### src/rtl/sum_n_pkg.sv
// Shared types, default widths and the sum-width helper for the sum_n_nos block.
package sum_n_pkg;

  typedef enum logic [1:0] {IDLE, CALC, DONE} state_t;

  localparam int N_W_DEF   = 3;
  localparam int SUM_W_DEF = 5;

  // Bits needed to hold 1+2+...+(2^n_w-1) without overflow.
  function automatic int min_sum_w(input int n_w);
    longint max_sum;
    max_sum = (((longint'(1) << n_w) - 1) * (longint'(1) << n_w)) / 2;
    return $clog2(max_sum + 1);
  endfunction

endpackage

### src/rtl/sum_n_accum.sv
// Datapath for sum_n_nos: iterative acc/cnt adder, or a one-step closed form when
// SUM_N_CLOSED_FORM_EN is defined. Driven by load/step strobes from the FSM.
module sum_n_accum
  import sum_n_pkg::*;
#(
  parameter int N_W   = N_W_DEF,
  parameter int SUM_W = SUM_W_DEF
) (
  input  logic             clk,
  input  logic             reset,
  input  logic             i_load,
  input  logic             i_step,
  input  logic [N_W-1:0]   i_n,
  output logic             o_done,
  output logic [SUM_W-1:0] o_sum
);

`ifdef SUM_N_CLOSED_FORM_EN
  // One extra bit so N*(N+1) fits before the halving shift.
  localparam int P_W = SUM_W + 1;

  logic [N_W-1:0]   r_n;
  logic [SUM_W-1:0] r_sum;
  logic [P_W-1:0]   w_prod;

  assign w_prod = P_W'(r_n) * (P_W'(r_n) + P_W'(1));

  always_ff @(posedge clk or posedge reset) begin
    if (reset) begin
      r_n   <= '0;
      r_sum <= '0;
    end else begin
      if (i_load) r_n <= i_n;
      if (i_step) r_sum <= w_prod[P_W-1:1];
    end
  end

  assign o_done = 1'b1;
`else
  logic [SUM_W-1:0] r_acc;
  logic [N_W-1:0]   r_cnt;
  logic [SUM_W-1:0] r_sum;

  always_ff @(posedge clk or posedge reset) begin
    if (reset) begin
      r_acc <= '0;
      r_cnt <= '0;
      r_sum <= '0;
    end else if (i_load) begin
      r_cnt <= i_n;
      r_acc <= '0;
    end else if (i_step) begin
      if (r_cnt == '0) begin
        r_sum <= r_acc;
      end else begin
        r_acc <= r_acc + SUM_W'(r_cnt);
        r_cnt <= r_cnt - N_W'(1);
      end
    end
  end

  assign o_done = (r_cnt == '0);
`endif

  assign o_sum = r_sum;

endmodule

### src/rtl/sum_n_nos.sv
// S = 1+..+N over valid/ready; result held with sum_valid until ack. Latency N+1 edges,
// or 1 edge with SUM_N_CLOSED_FORM_EN. Accepts only in IDLE; one transaction in flight.
module sum_n_nos
  import sum_n_pkg::*;
#(
  parameter int N_W   = N_W_DEF,
  parameter int SUM_W = SUM_W_DEF
) (
  input  logic             clk,
  input  logic             reset,
  input  logic             N_valid,
  input  logic [N_W-1:0]   N_in,
  input  logic             ack,
  output logic             ready,
  output logic             sum_valid,
  output logic [SUM_W-1:0] sum
);

  generate
    if (SUM_W < min_sum_w(N_W)) begin : g_bad_sum_w
      $error("sum_n_nos: SUM_W too narrow for N_W");
    end
  endgenerate

  state_t r_state;
  state_t w_next;
  logic   w_load;
  logic   w_step;
  logic   w_done;

  always_ff @(posedge clk or posedge reset) begin
    if (reset) r_state <= IDLE;
    else       r_state <= w_next;
  end

  always_comb begin
    w_next = r_state;
    case (r_state)
      IDLE:    if (N_valid) w_next = CALC;
      CALC:    if (w_done)  w_next = DONE;
      DONE:    if (ack)     w_next = IDLE;
      default: w_next = IDLE;
    endcase
  end

  always_comb begin
    ready     = (r_state == IDLE);
    sum_valid = (r_state == DONE);
    w_load    = (r_state == IDLE) && N_valid;
    w_step    = (r_state == CALC);
  end

  sum_n_accum #(
    .N_W   (N_W),
    .SUM_W (SUM_W)
  ) u_accum (
    .clk    (clk),
    .reset  (reset),
    .i_load (w_load),
    .i_step (w_step),
    .i_n    (N_in),
    .o_done (w_done),
    .o_sum  (sum)
  );

endmodule

### config.mk
export PLATFORM = sky130hd
export DESIGN_NAME = sum_n_nos
export DESIGN_NICKNAME = d
export VERILOG_FILES = /design/src/rtl/sum_n_pkg.sv /design/src/rtl/sum_n_accum.sv /design/src/rtl/sum_n_nos.sv
export SDC_FILE = /design/constraint.sdc
export NUM_CORES = 1
export LEC_CHECK = 0
export ABC_AREA = 1
export BUFFER_PORTS_ARGS = -buffer_cell sky130_fd_sc_hd__buf_2
export CAP_MARGIN = 20
export CORE_ASPECT_RATIO = 0.9
export CORE_MARGIN = 2
export CORE_UTILIZATION = 30
export CTS_CLUSTER_DIAMETER = 60
export DETAILED_ROUTE_END_ITERATION = 6
export HOLD_SLACK_MARGIN = 0.02
export PLACE_DENSITY = 0.55
export SETUP_SLACK_MARGIN = 0.15
export SYNTH_ARGS = -nofsm -noshare
export SYNTH_HDL_FRONTEND = slang
export SYNTH_SLANG_ARGS = --single-unit
### constraint.sdc
create_clock -name clk -period 1.8 [get_ports clk]
set_input_delay 0.09 -clock clk [delete_from_list [all_inputs] [get_ports clk]]
set_output_delay 0.09 -clock clk [all_outputs]
set_load 0.01 [all_outputs]
* Word-level counts from Yosys, hierarchy flattened
Cells that the tools add are included.
** Storage, ports and cells
- Flip-flop bits (word level) :: 15
- Output and inout port bits :: 7
** Cells by class
- Add/sub/neg operators :: 2
- Equal/unequal tests :: 6
- Muxes and demuxes :: 10
- Bitwise operators :: 1
- Reduce and logical (&&, ||, !) cells :: 7
** Operators by type and width (number)
- $mux 5 :: 3
- $mux 3 :: 3
- $mux 2 :: 3
- $ne 2x2->1 const B :: 3
- $pmux 2 s3 :: 1
- $reduce_and 3->1 :: 2
- $add 5x3->5 :: 1
- $logic_not 3->1 :: 1
- $sub 3x1->3 const B :: 1
- $eq 2x1->1 const B :: 1
- $eq 2x2->1 const B :: 1
- $logic_not 2->1 :: 1
- $ne 2x1->1 const B :: 1
- $reduce_and 2->1 :: 1
- $reduce_bool 2->1 :: 1
- $logic_and 1x1->1 :: 1
- $not 1->1 :: 1

* Logic depth before layout (Yosys ltp)
Gate-level depths: netlist (run 1).
- Depth after elaboration :: 4
- Gate-level depth with buffers :: 8
- Mapped depth without buffers :: 8

* Hierarchy
Synthesis (run 1) repeated with hierarchy kept, for this count alone.
** Unflattened totals
- Cells, all modules :: 100
- Area, all modules :: 825.8 sq um
** By module, submodules not included
- sum_n_accum :: instances 1, cells each 83, area each 708.2 sq um, sequential area each 325.3 sq um
- sum_n_nos :: instances 1, cells each 17, area each 117.6 sq um, sequential area each 50.0 sq um

* Worst setup path before layout (run 1)
No wires, ideal clock.
- Path kind :: register to register
- Start point :: register u_accum.r_cnt[0]
- End point :: register u_accum.r_acc[4]
- Setup time :: 0.118 ns
- Arrival time :: 1.269 ns
- Data required time :: 1.682 ns
- Slack :: 0.413 ns
- Cell stages (with the launch flop) :: 7
- Cell sequence :: dfrtp_1 ha_1 fa_1 nand3_1 nand3_1 nand4_1 nand2_1
** Between the ends
- Word-level cells in the longest chain between the ends :: 4
- Elaborated cells on any way between the ends :: 7
- Classes of those cells :: add/sub: 1; eq/ne: 1; mux: 3; reduce/logical: 2
** RTL lines
- from (decl) :: RTL line sum_n_accum.sv:41 : logic [N_W-1:0] r_cnt;
- from (signal assigned) :: RTL line sum_n_accum.sv:50 : r_cnt <= i_n;
- from (signal assigned) :: RTL line sum_n_accum.sv:57 : r_cnt <= r_cnt - N_W'(1);
- $add 5x3->5 :: RTL line sum_n_accum.sv:56 : r_acc <= r_acc + SUM_W'(r_cnt);
- $mux 5 :: RTL line sum_n_accum.sv:53 : if (r_cnt == '0) begin
- $mux 5 :: RTL line sum_n_accum.sv:52 : end else if (i_step) begin
- $mux 5 :: RTL line sum_n_accum.sv:49 : end else if (i_load) begin
- to (signal assigned) :: RTL line sum_n_accum.sv:56
- to (decl) :: RTL line sum_n_accum.sv:40 : logic [SUM_W-1:0] r_acc;
Several ways; a longest one is shown, not always the timed one. The select of a mux whose other input is x is not followed.
A chain may end at the register's enable or synchronous reset.

* Worst setup path in the final report (run 1)
Same ends and word-level chain as after synthesis.

==> results of run 1 <==
-- worst max path at each step --
stage / endpoint / cells after the start / slack, ns / from
after floorplan: u_accum.r_acc[4] / 6 / 0.41 / u_accum.r_cnt[0]
after global placement: u_accum.r_acc[4] / 6 / 0.38 / u_accum.r_cnt[0]
after detailed placement: u_accum.r_acc[4] / 6 / 0.32 / u_accum.r_cnt[0]
after CTS: u_accum.r_acc[4] / 6 / 0.32 / u_accum.r_cnt[0]
after global routing: u_accum.r_acc[4] / 6 / 0.22 / u_accum.r_cnt[0]
final: u_accum.r_acc[4] / 6 / 0.30 / u_accum.r_cnt[0]
-- layout by cell type (no fill, tap or decap), drive strengths merged, types with 2 or more instances in the layout --
master | netlist | layout
clkbuf | 0 | 3
nor2 | 7 | 7
dlygate4sd3 | 0 | 4
o21ai | 8 | 8
or2 | 2 | 2
nand3 | 10 | 10
inv | 13 | 13
nand2 | 26 | 26
ha | 5 | 5
buf | 0 | 13
dfrtp | 15 | 15
-- critical path, cell delays in order (launching register included) --
cell and delay [ns]:
dfrtp_1 0.41, ha_1 0.24, fa_1 0.42, nand3_1 0.12, nand3_1 0.08, nand4_1 0.09, nand2_1 0.05
-- synthesized netlist by cell type, drive strengths merged --
library cell,instances,area (um2)
nand2,26,110
dfrtp,15,375
inv,13,48.8
nand3,10,50.1
o21ai,8,43.8
nor2,7,48.8
ha,5,62.6
or2,2,12.5
a21oi,1,5.00
fa,1,20.0
nand4,1,6.26
o22ai,1,6.26
o31ai,1,7.51
xnor2,1,8.76
-- final cells by class --
class / instances / area [um2]
clock buffers: 3 / 22.5
clock inverters: 1 / 5.00
fillers: 277 / 1540
inverters: 13 / 48.8
multi-input cells: 64 / 382
flip-flops and latches: 15 / 375
well taps: 28 / 35.0
repair buffers: 17 / 105
-- stage by stage --
step | cells | hold WS [ns]
global placement | 133 | 0.189
finish | 141 | 0.109
detailed placement | 133 | 0.190
global route | 141 | 0.128
CTS | 141 | 0.108
floorplan | 92 | -0.00852
-- what timing repair did --
action,4_1_cts,5_1_grt
hold endpoints to repair,18,0
endpoints found under the setup margin,0,0
hold buffers,4,0
-- flip-flops by register name, indices dropped and copies added, names as in the netlist --
register / flops
u_accum.r_acc: 5
u_accum.r_cnt: 3
r_state: 2
u_accum.o_sum: 5
-- metal layers --
metal  vias to the layer above  GRT usage, %
met5                         -             0
met4                         0          3.41
met3                         3          4.40
met2                        12          18.7
met1                       299          15.7
li1                        338             -
-- where the power goes --
group          switching (uW)  internal (uW)  total, uW  leakage [uW]
combinational             556            361        917      0.000306
sequential                144            494        638      0.000192
clock                     115           82.7        198     0.0000177
total                     815            938       1750      0.000516
-- kinds of logic after synthesis --
family	count (synthesis)	share of synthesized area, %
and+or+nand+nor	46	28.3
buffers and inverters	13	6.06
AOI/OAI and AO/OA	11	7.76
xor gates and xnor gates	1	1.09
DFF	15	46.6
adders and majority gates	6	10.2
==> run_results.csv, run 1 <==
group,metric,value,unit
power_and_ir_drop,ir_worst_vdd,0.000690,V
placement,hpwl,1.20,mm
floorplan,die_area,3120,um2
synthesis,synth_cell_types,20,
worst_setup_path,cp.required,1.99,ns
worst_setup_path,worstRegToRegCells,6,
min_path,min_from,"N_valid",
global_route,gr-usage-all-layers,12.1,%
cts,cts-root-buf,"clkbuf_4",
global_route,grt_overflow_total,0,
drt,routed_via_density,4.62,
drt,dr.first_iter.drc_count,20,
sta,hold_viol,0,
drt,firstDrtPassIters,6,
sta,tightest_slew,0.582,ns
synthesis,synth_seq_cells,15,
power_and_ir_drop,powerDensity,1800,nW/um2
synthesis,syn_area,806,um2
synthesis,ys_warn_count,0,
worst_setup_path,path_class,"flip-flop to flip-flop",
global_route,antenna_found_initial,0,
placement,post_dp_cell_area,906,um2
cts,insertion_delay,0.29,ns
power_and_ir_drop,total_power,1750,uW
floorplan,die_x,58.6,um
status,violations,"design-rule violations",
power_and_ir_drop,p_leak,0.000516,uW
drt,wl_per_cell,11.3,um
sta,skew,0.00268,ns
sta,setup_tns,0,ns
min_path,min_path_cells,4,
sta,final-setup-viol-count,0,
sta,finalCriticalPeriod,1.50,ns
placement,place_ws,0.321,ns
worst_setup_path,ff2ff_setup_slack,0.30,ns
worst_setup_path,regToRegEndpoint,"u_accum.r_acc[4]",
drt,drt-total-wl,1.59,mm
synthesis,avgSynthCellArea,8.76,um2
cts,h-tree-depth,1,
global_route,grt_pass1_vias,587,
floorplan,core,2510,um2
synthesis,syn_nets,105,
sta,fmaxAchievable,666,MHz
global_route,grt_pass1_wl,2.67,mm
drt,route.met3.wl,71,um
cts,post_cts_buffers,0,
cts,numCtsBuffers,3,
cts,cts_sinks,15,
drt,m1WireLength,814,um
worst_setup_path,worst-path-max-fanout,3,
cells_and_area,final_area,973,um2
drt,wl_met2,688,um
worst_setup_path,endpoint_kind,"flip-flop",
worst_setup_path,crit_arrival,1.69,ns
floorplan,io_pins,14,
cells_and_area,final_nets,127,
drt,via_count,652,
cts,clockBufferDepth,2,
placement,numPortBuffers,13,
status,status,"complete, but fails checks",
sta,final-max-slew-violation-count,0,
cts,cts.repair.resized,0,
sta,rsz0062_at_grt,"false",
placement,gp_congestion,0.803,
cells_and_area,area_delta_synth_final,20.8,%
synthesis,synth_cells,92,
global_route,grt_max_degree,16,
cells_and_area,utilization,38.8,%
drt,antenna_left,0,
cts,cts_tree,"built",
floorplan,rows,17,
floorplan,start_util,32.1,%
worst_setup_path,r2r-start,"u_accum.r_cnt[0]",
floorplan,die_h,53.2,um
synthesis,ys_seq_area_share,46.6,%
drt,drc,1,
min_path,hold_path.class,"primary input to flip-flop",
cts,clk_pin_slew,0.09,ns
sta,post-route-period-util,83.5,%
cells_and_area,drive_gt1_share,23.9,%
cells_and_area,n_antenna_cell,0,
drt,top_layer_used,"met4",
min_path,hold_end,"u_accum.r_acc[3]",
sta,relSlewSlack,61.1,%
worst_setup_path,start_kind,"flip-flop",
sta,worst_slack,0.298,ns
run,drv_cap,0,
Note: power is estimated with default switching activity, not from simulation.
==> run 2: changes to the inputs <==
==> constraint.sdc (replaced) <==
create_clock -name clk -period 1.45 [get_ports clk]
set_input_delay 0.0725 -clock clk [delete_from_list [all_inputs] [get_ports clk]]
set_output_delay 0.0725 -clock clk [all_outputs]
set_load 0.01 [all_outputs]
==> run 2 against run 1 <==
The flow still finishes with violations (design-rule violations); sequential power rose by 21%; sequential share of layout area fell by 2.3 points; final area grew 6.3%; clock power is 23% higher; setup slack lost 0.23 ns; die area stayed put; non-clock buffer count grew 4; highest routed layer unchanged.
==> run_results.csv, run 2 (same netlist as run 1, synthesis figures left out) <==
group,metric,value,unit
global_route,grt_pass1_wl,2.83,mm
power_and_ir_drop,p_leak,0.000543,uW
drt,firstDrtPassIters,6,
cts,cts-root-buf,"clkbuf_4",
floorplan,die_x,58.6,um
drt,drc,1,
power_and_ir_drop,powerDensity,2310,nW/um2
drt,wl_met2,758,um
drt,dr.first_iter.drc_count,17,
power_and_ir_drop,p_sw,1110,uW
status,violations,"design-rule violations",
worst_setup_path,critPathTopFamily,"adder cells",
cells_and_area,drive_gt1_share,29.9,%
floorplan,die_h,53.2,um
power_and_ir_drop,clock_power_share,10.2,%
placement,numPortBuffers,13,
placement,gp_congestion,0.744,
worst_setup_path,cp.required,1.63,ns
worst_setup_path,crit_arrival,1.57,ns
drt,top_layer_used,"met4",
floorplan,io_pins,14,
worst_setup_path,critPathBufInv,0,
power_and_ir_drop,ir_worst_vdd,0.000888,V
drt,via_count,678,
cells_and_area,area_delta_synth_final,28.4,%
power_and_ir_drop,intPower,1290,uW
worst_setup_path,worst-path-max-fanout,3,
global_route,grt_overflow_total,0,
worst_setup_path,cp_slowest_cell,"dfrtp_1",
drt,m1WireLength,820,um
worst_setup_path,endpoint_kind,"flip-flop",
sta,skew,0.00232,ns
cells_and_area,final_nets,131,
sta,rsz0062_at_grt,"true",
cells_and_area,layout_common_cells,"23 x nand2_1, 15 x dfrtp_1, 13 x buf_2",
cts,insertion_delay,0.28,ns
cts,numCtsBuffers,3,
sta,tightest_slew,0.576,ns
sta,fmaxAchievable,722,MHz
global_route,grt_pass1_vias,637,
cells_and_area,final_common_cell,"nand2_1",
sta,final-max-slew-violation-count,0,
floorplan,start_util,32.1,%
cts,cts_sinks,15,
placement,placed_cells,135,
drt,route.met3.wl,71,um
global_route,grt_max_degree,16,
cells_and_area,n_antenna_cell,0,
worst_setup_path,start_kind,"flip-flop",
run,drv_cap,0,
power_and_ir_drop,seqPwrFrac,32.2,%
worst_setup_path,r2r-start,"u_accum.r_cnt[0]",
worst_setup_path,path_cells,"ha_2 > fa_2 > nand3_2 > nand3_1 > nand4_1 > nand2_1",
status,status,"complete, but fails checks",
sta,relSlewSlack,61.5,%
sta,post-route-period-util,95.5,%
min_path,hold_path.class,"primary input to flip-flop",
sta,hold_viol,0,
sta,final-setup-viol-count,0,
sta,finalCriticalPeriod,1.38,ns
global_route,gr-usage-all-layers,12.4,%
worst_setup_path,path_class,"flip-flop to flip-flop",
global_route,antenna_found_initial,0,
cts,h-tree-depth,1,
power_and_ir_drop,combPwrFrac,57.7,%
power_and_ir_drop,switching_share,46.2,%
cells_and_area,fill_cells,272,
cells_and_area,layout.cells.non_filler,145,
floorplan,core,2510,um2
floorplan,die_area,3120,um2
drt,routed_via_density,4.68,
floorplan,rows,17,
sta,setup_tns,0,ns
worst_setup_path,critPathLaunch,"u_accum.r_cnt[0]",
drt,wl_per_cell,11.5,um
cts,cts_tree,"built",
drt,antenna_left,0,
worst_setup_path,max_stage_delay,0.41,ns
placement,hpwl,1.27,mm
cts,clk_pin_slew,0.10,ns
min_path,min_from,"N_in[2]",
cts,clockBufferDepth,2,
drt,drt-total-wl,1.67,mm
cells_and_area,utilization,41.2,%
run 2: cell types whose count changed in the layout (fill, tap and decap cells not counted), sizes merged:
cell  previous run  this run
buf             13        17
run 2: path summary, 6_finish.rpt:
check | end | slack [ns] | depth (start not counted)
worst max-delay path | u_accum.r_acc[4] | 0.07 | 6
worst min-delay path | u_accum.r_cnt[2] | 0.1 | 4
worst max register to register | u_accum.r_acc[4] | 0.07 | 6
worst min register to register | u_accum.o_sum[3] | 0.48 | 2
max in group asynchronous | u_accum.r_cnt[2] | 0.69 | 3
min in group asynchronous | r_state[1] | 0.38 | 3
run 2: worst min-delay path, stage by stage:
cell and delay, ns:
buf_2 0.07, or2_0 0.09, nand3_1 0.06, nand2_1 0.05
run 2: layout make-up:
class / count / area [um2] / share of cell area, %
clock buffers: 3 / 22.5 / 2.18
clock inverters: 1 / 5.00 / 0.484
inverters: 13 / 48.8 / 4.72
repair buffers: 21 / 139 / 13.4
well taps: 28 / 35.0 / 3.39
multi-input cells: 64 / 409 / 39.5
flip-flops and latches: 15 / 375 / 36.3
run 2: per-layer routing:
metal | up-vias | track usage (%)
met5 | - | 0
met3 | 2 | 4.40
met1 | 317 | 16.2
met4 | 0 | 3.79
li1 | 344 | -
met2 | 15 | 19.3
run 2: per-stage QoR:
stage / power, uW / instance area (um2) / hold WS (ns) / setup slack, ns
floorplan: 1650 / 816 / -0.0260 / 0.158
global placement: 1990 / 931 / 0.165 / 0.101
detailed placement: 2020 / 931 / 0.171 / 0.0807
CTS: 2300 / 1000 / 0.0883 / 0.0580
global route: 2630 / 1030 / 0.118 / 0.00428
finish: 2390 / 1030 / 0.0954 / 0.0653
run 2: what timing repair did:
item	CTS	global route
buffers inserted	0	2
resized for setup	3	3
endpoints found under the setup margin	12	14
hold endpoints to repair	18	0
pin swaps	1	1
hold buffers	4	0
run 2: power groups by stage:
stage | Clock, uW | Combinational (uW) | Sequential [uW]
finish | 244 | 1380 | 770
floorplan | 0 | 855 | 797
global route | 280 | 1560 | 794
CTS | 254 | 1270 | 772
detailed placement | 0 | 1240 | 780
global placement | 0 | 1230 | 769
==> run 3: changes to the inputs <==
--- a/config.mk
+++ b/config.mk
@@ -11,10 +11,11 @@
 export CORE_ASPECT_RATIO = 0.9
 export CORE_MARGIN = 2
 export CORE_UTILIZATION = 30
-export CTS_CLUSTER_DIAMETER = 60
+export CTS_CLUSTER_DIAMETER = 80
 export DETAILED_ROUTE_END_ITERATION = 6
+export GPL_TIMING_DRIVEN = 0
 export HOLD_SLACK_MARGIN = 0.02
-export PLACE_DENSITY = 0.55
+export PLACE_DENSITY = 0.49
 export SETUP_SLACK_MARGIN = 0.15
 export SYNTH_ARGS = -nofsm -noshare
 export SYNTH_HDL_FRONTEND = slang
==> run 3 against run 2 <==
The run still ends with design-rule violations left; first-iteration DRC count rose by 12%; non-clock buffer count did not move; sequential power rose by 6.0%; setup slack improved by 0.014 ns; register-to-register slack barely moved; combinational power rose by 15%; clock-buffer cell count rose by 1; total power rose by 10%; sequential cell count did not move; global-route usage fell by 0.45 points; utilization rose by 3.4 points; die area did not move.
==> run_results.csv, run 3 (same netlist as run 1, synthesis figures left out) <==
group,metric,value,unit
sta,tightest_slew,0.606,ns
floorplan,io_pins,14,
cts,clockBufferDepth,2,
sta,skew,0.00409,ns
worst_setup_path,start_kind,"flip-flop",
worst_setup_path,crit_arrival,1.55,ns
sta,rsz0062_at_grt,"true",
power_and_ir_drop,powerDensity,2360,nW/um2
sta,relSlewSlack,59.6,%
worst_setup_path,cp.required,1.63,ns
floorplan,rows,17,
drt,drc,2,
drt,via_count,686,
sta,final-setup-viol-count,0,
status,status,"complete, but fails checks",
min_path,hold_path.class,"primary input to flip-flop",
cts,numCtsBuffers,3,
floorplan,die_h,53.2,um
drt,wl_per_cell,12.0,um
sta,hold_viol,0,
cells_and_area,area_delta_synth_final,39.0,%
power_and_ir_drop,ir_worst_vdd,0.000903,V
global_route,grt_pass1_wl,2.74,mm
cells_and_area,layout_common_cells,"19 x nand2_1, 15 x dfrtp_1, 13 x buf_2",
drt,drt-total-wl,1.76,mm
drt,antenna_left,0,
placement,numPortBuffers,13,
floorplan,die_x,58.6,um
worst_setup_path,worst-path-max-fanout,3,
global_route,grt_overflow_total,0,
placement,hpwl,1.14,mm
power_and_ir_drop,total_power,2640,uW
sta,fmaxAchievable,730,MHz
sta,finalCriticalPeriod,1.37,ns
worst_setup_path,path_class,"flip-flop to flip-flop",
sta,setup_tns,0,ns
placement,gp_congestion,0.861,
floorplan,start_util,32.1,%
global_route,gr-usage-all-layers,12.0,%
cells_and_area,drive_gt1_share,39.8,%
floorplan,core,2510,um2
power_and_ir_drop,p_leak,0.000560,uW
status,violations,"design-rule violations",
cts,cts_tree,"built",
cts,cts_sinks,15,
cells_and_area,utilization,44.6,%
cts,h-tree-depth,1,
sta,post-route-period-util,94.5,%
drt,dr.first_iter.drc_count,19,
drt,routed_via_density,4.70,
global_route,grt_max_degree,16,
cells_and_area,final_common_cell,"nand2_1",
run,drv_cap,0,
cts,clk_pin_slew,0.09,ns
drt,firstDrtPassIters,6,
sta,final-max-slew-violation-count,0,
global_route,grt_pass1_vias,607,
cells_and_area,final_nets,132,
cts,insertion_delay,0.28,ns
global_route,antenna_found_initial,0,
floorplan,die_area,3120,um2
cells_and_area,n_antenna_cell,0,
worst_setup_path,endpoint_kind,"flip-flop",
cells_and_area,fill_cells,251,
cts,cts-root-buf,"clkbuf_4",
[run 3: cell count changes in the layout (fill, tap and decap cells not counted), sizes merged]
cell / delta
clkbuf: +1
nand2: +1
clkinv: -1
[run 3: power breakdown]
group | switching (uW) | total, uW | internal, uW
Sequential | 202 | 816 | 614
Combinational | 911 | 1590 | 678
Clock | 132 | 238 | 107
[run 3: critical path, cell delays in order (launching register included)]
cell and delay [ns]:
dfrtp_1 0.42, ha_2 0.20, fa_2 0.36, nand3_2 0.10, nand3_2 0.06, nand4_1 0.08, nand2_1 0.05
[run 3: final timing paths]
kind	startpoint	endpoint	slack, ns	depth (start not counted)
max reg2reg	u_accum.r_cnt[0]	u_accum.r_acc[4]	0.08	6
min in group asynchronous	reset	u_accum.r_cnt[0]	0.40	3
max in group asynchronous	reset	u_accum.o_sum[0]	0.66	3
min	N_valid	u_accum.r_acc[3]	0.11	4
min reg2reg	u_accum.o_sum[3]	u_accum.o_sum[3]	0.48	2
max	u_accum.r_cnt[0]	u_accum.r_acc[4]	0.08	6
[run 3: final cells by class]
type / count / area, um2 / area share [%]
Multi-Input combinational cell: 65 / 493 / 44.0
Sequential cell: 15 / 375 / 33.5
Timing Repair Buffer: 21 / 139 / 12.4
Inverter: 13 / 51.3 / 4.58
Tap cell: 28 / 35.0 / 3.13
Clock buffer: 4 / 26.3 / 2.35
[run 3: metal layers]
| layer | routed length, um | vias to the layer above | global-route usage, % |
|---|---|---|---|
| met1 | 871 | 324 | 14.8 |
| met2 | 806 | 14 | 20.8 |
| met5 | 0 | - | 0 |
| met3 | 81 | 0 | 4.40 |
| met4 | 0 | 0 | 1.14 |
| li1 | - | 348 | - |
[run 3: metrics by stage]
stage          area (um2)  hold slack (ns)  std cells  worst slack (ns)
3_5_place_dp          916            0.178        133            0.0259
2_1_floorplan         816          -0.0260         92             0.158
4_1_cts              1040           0.0978        142            0.0675
6_report             1120            0.107        146            0.0795
3_3_place_gp          916            0.171        133            0.0338
5_1_grt              1120            0.111        146           0.00880
[run 3: what timing repair did]
action / in CTS / in global routing
hold buffers: 4 / 0
gates resized for setup: 11 / 17
pin swaps: 5 / 7
setup endpoints to repair: 14 / 14
buffers inserted: 1 / 3
endpoints found under the hold margin: 18 / 0
gates cloned: 0 / 1
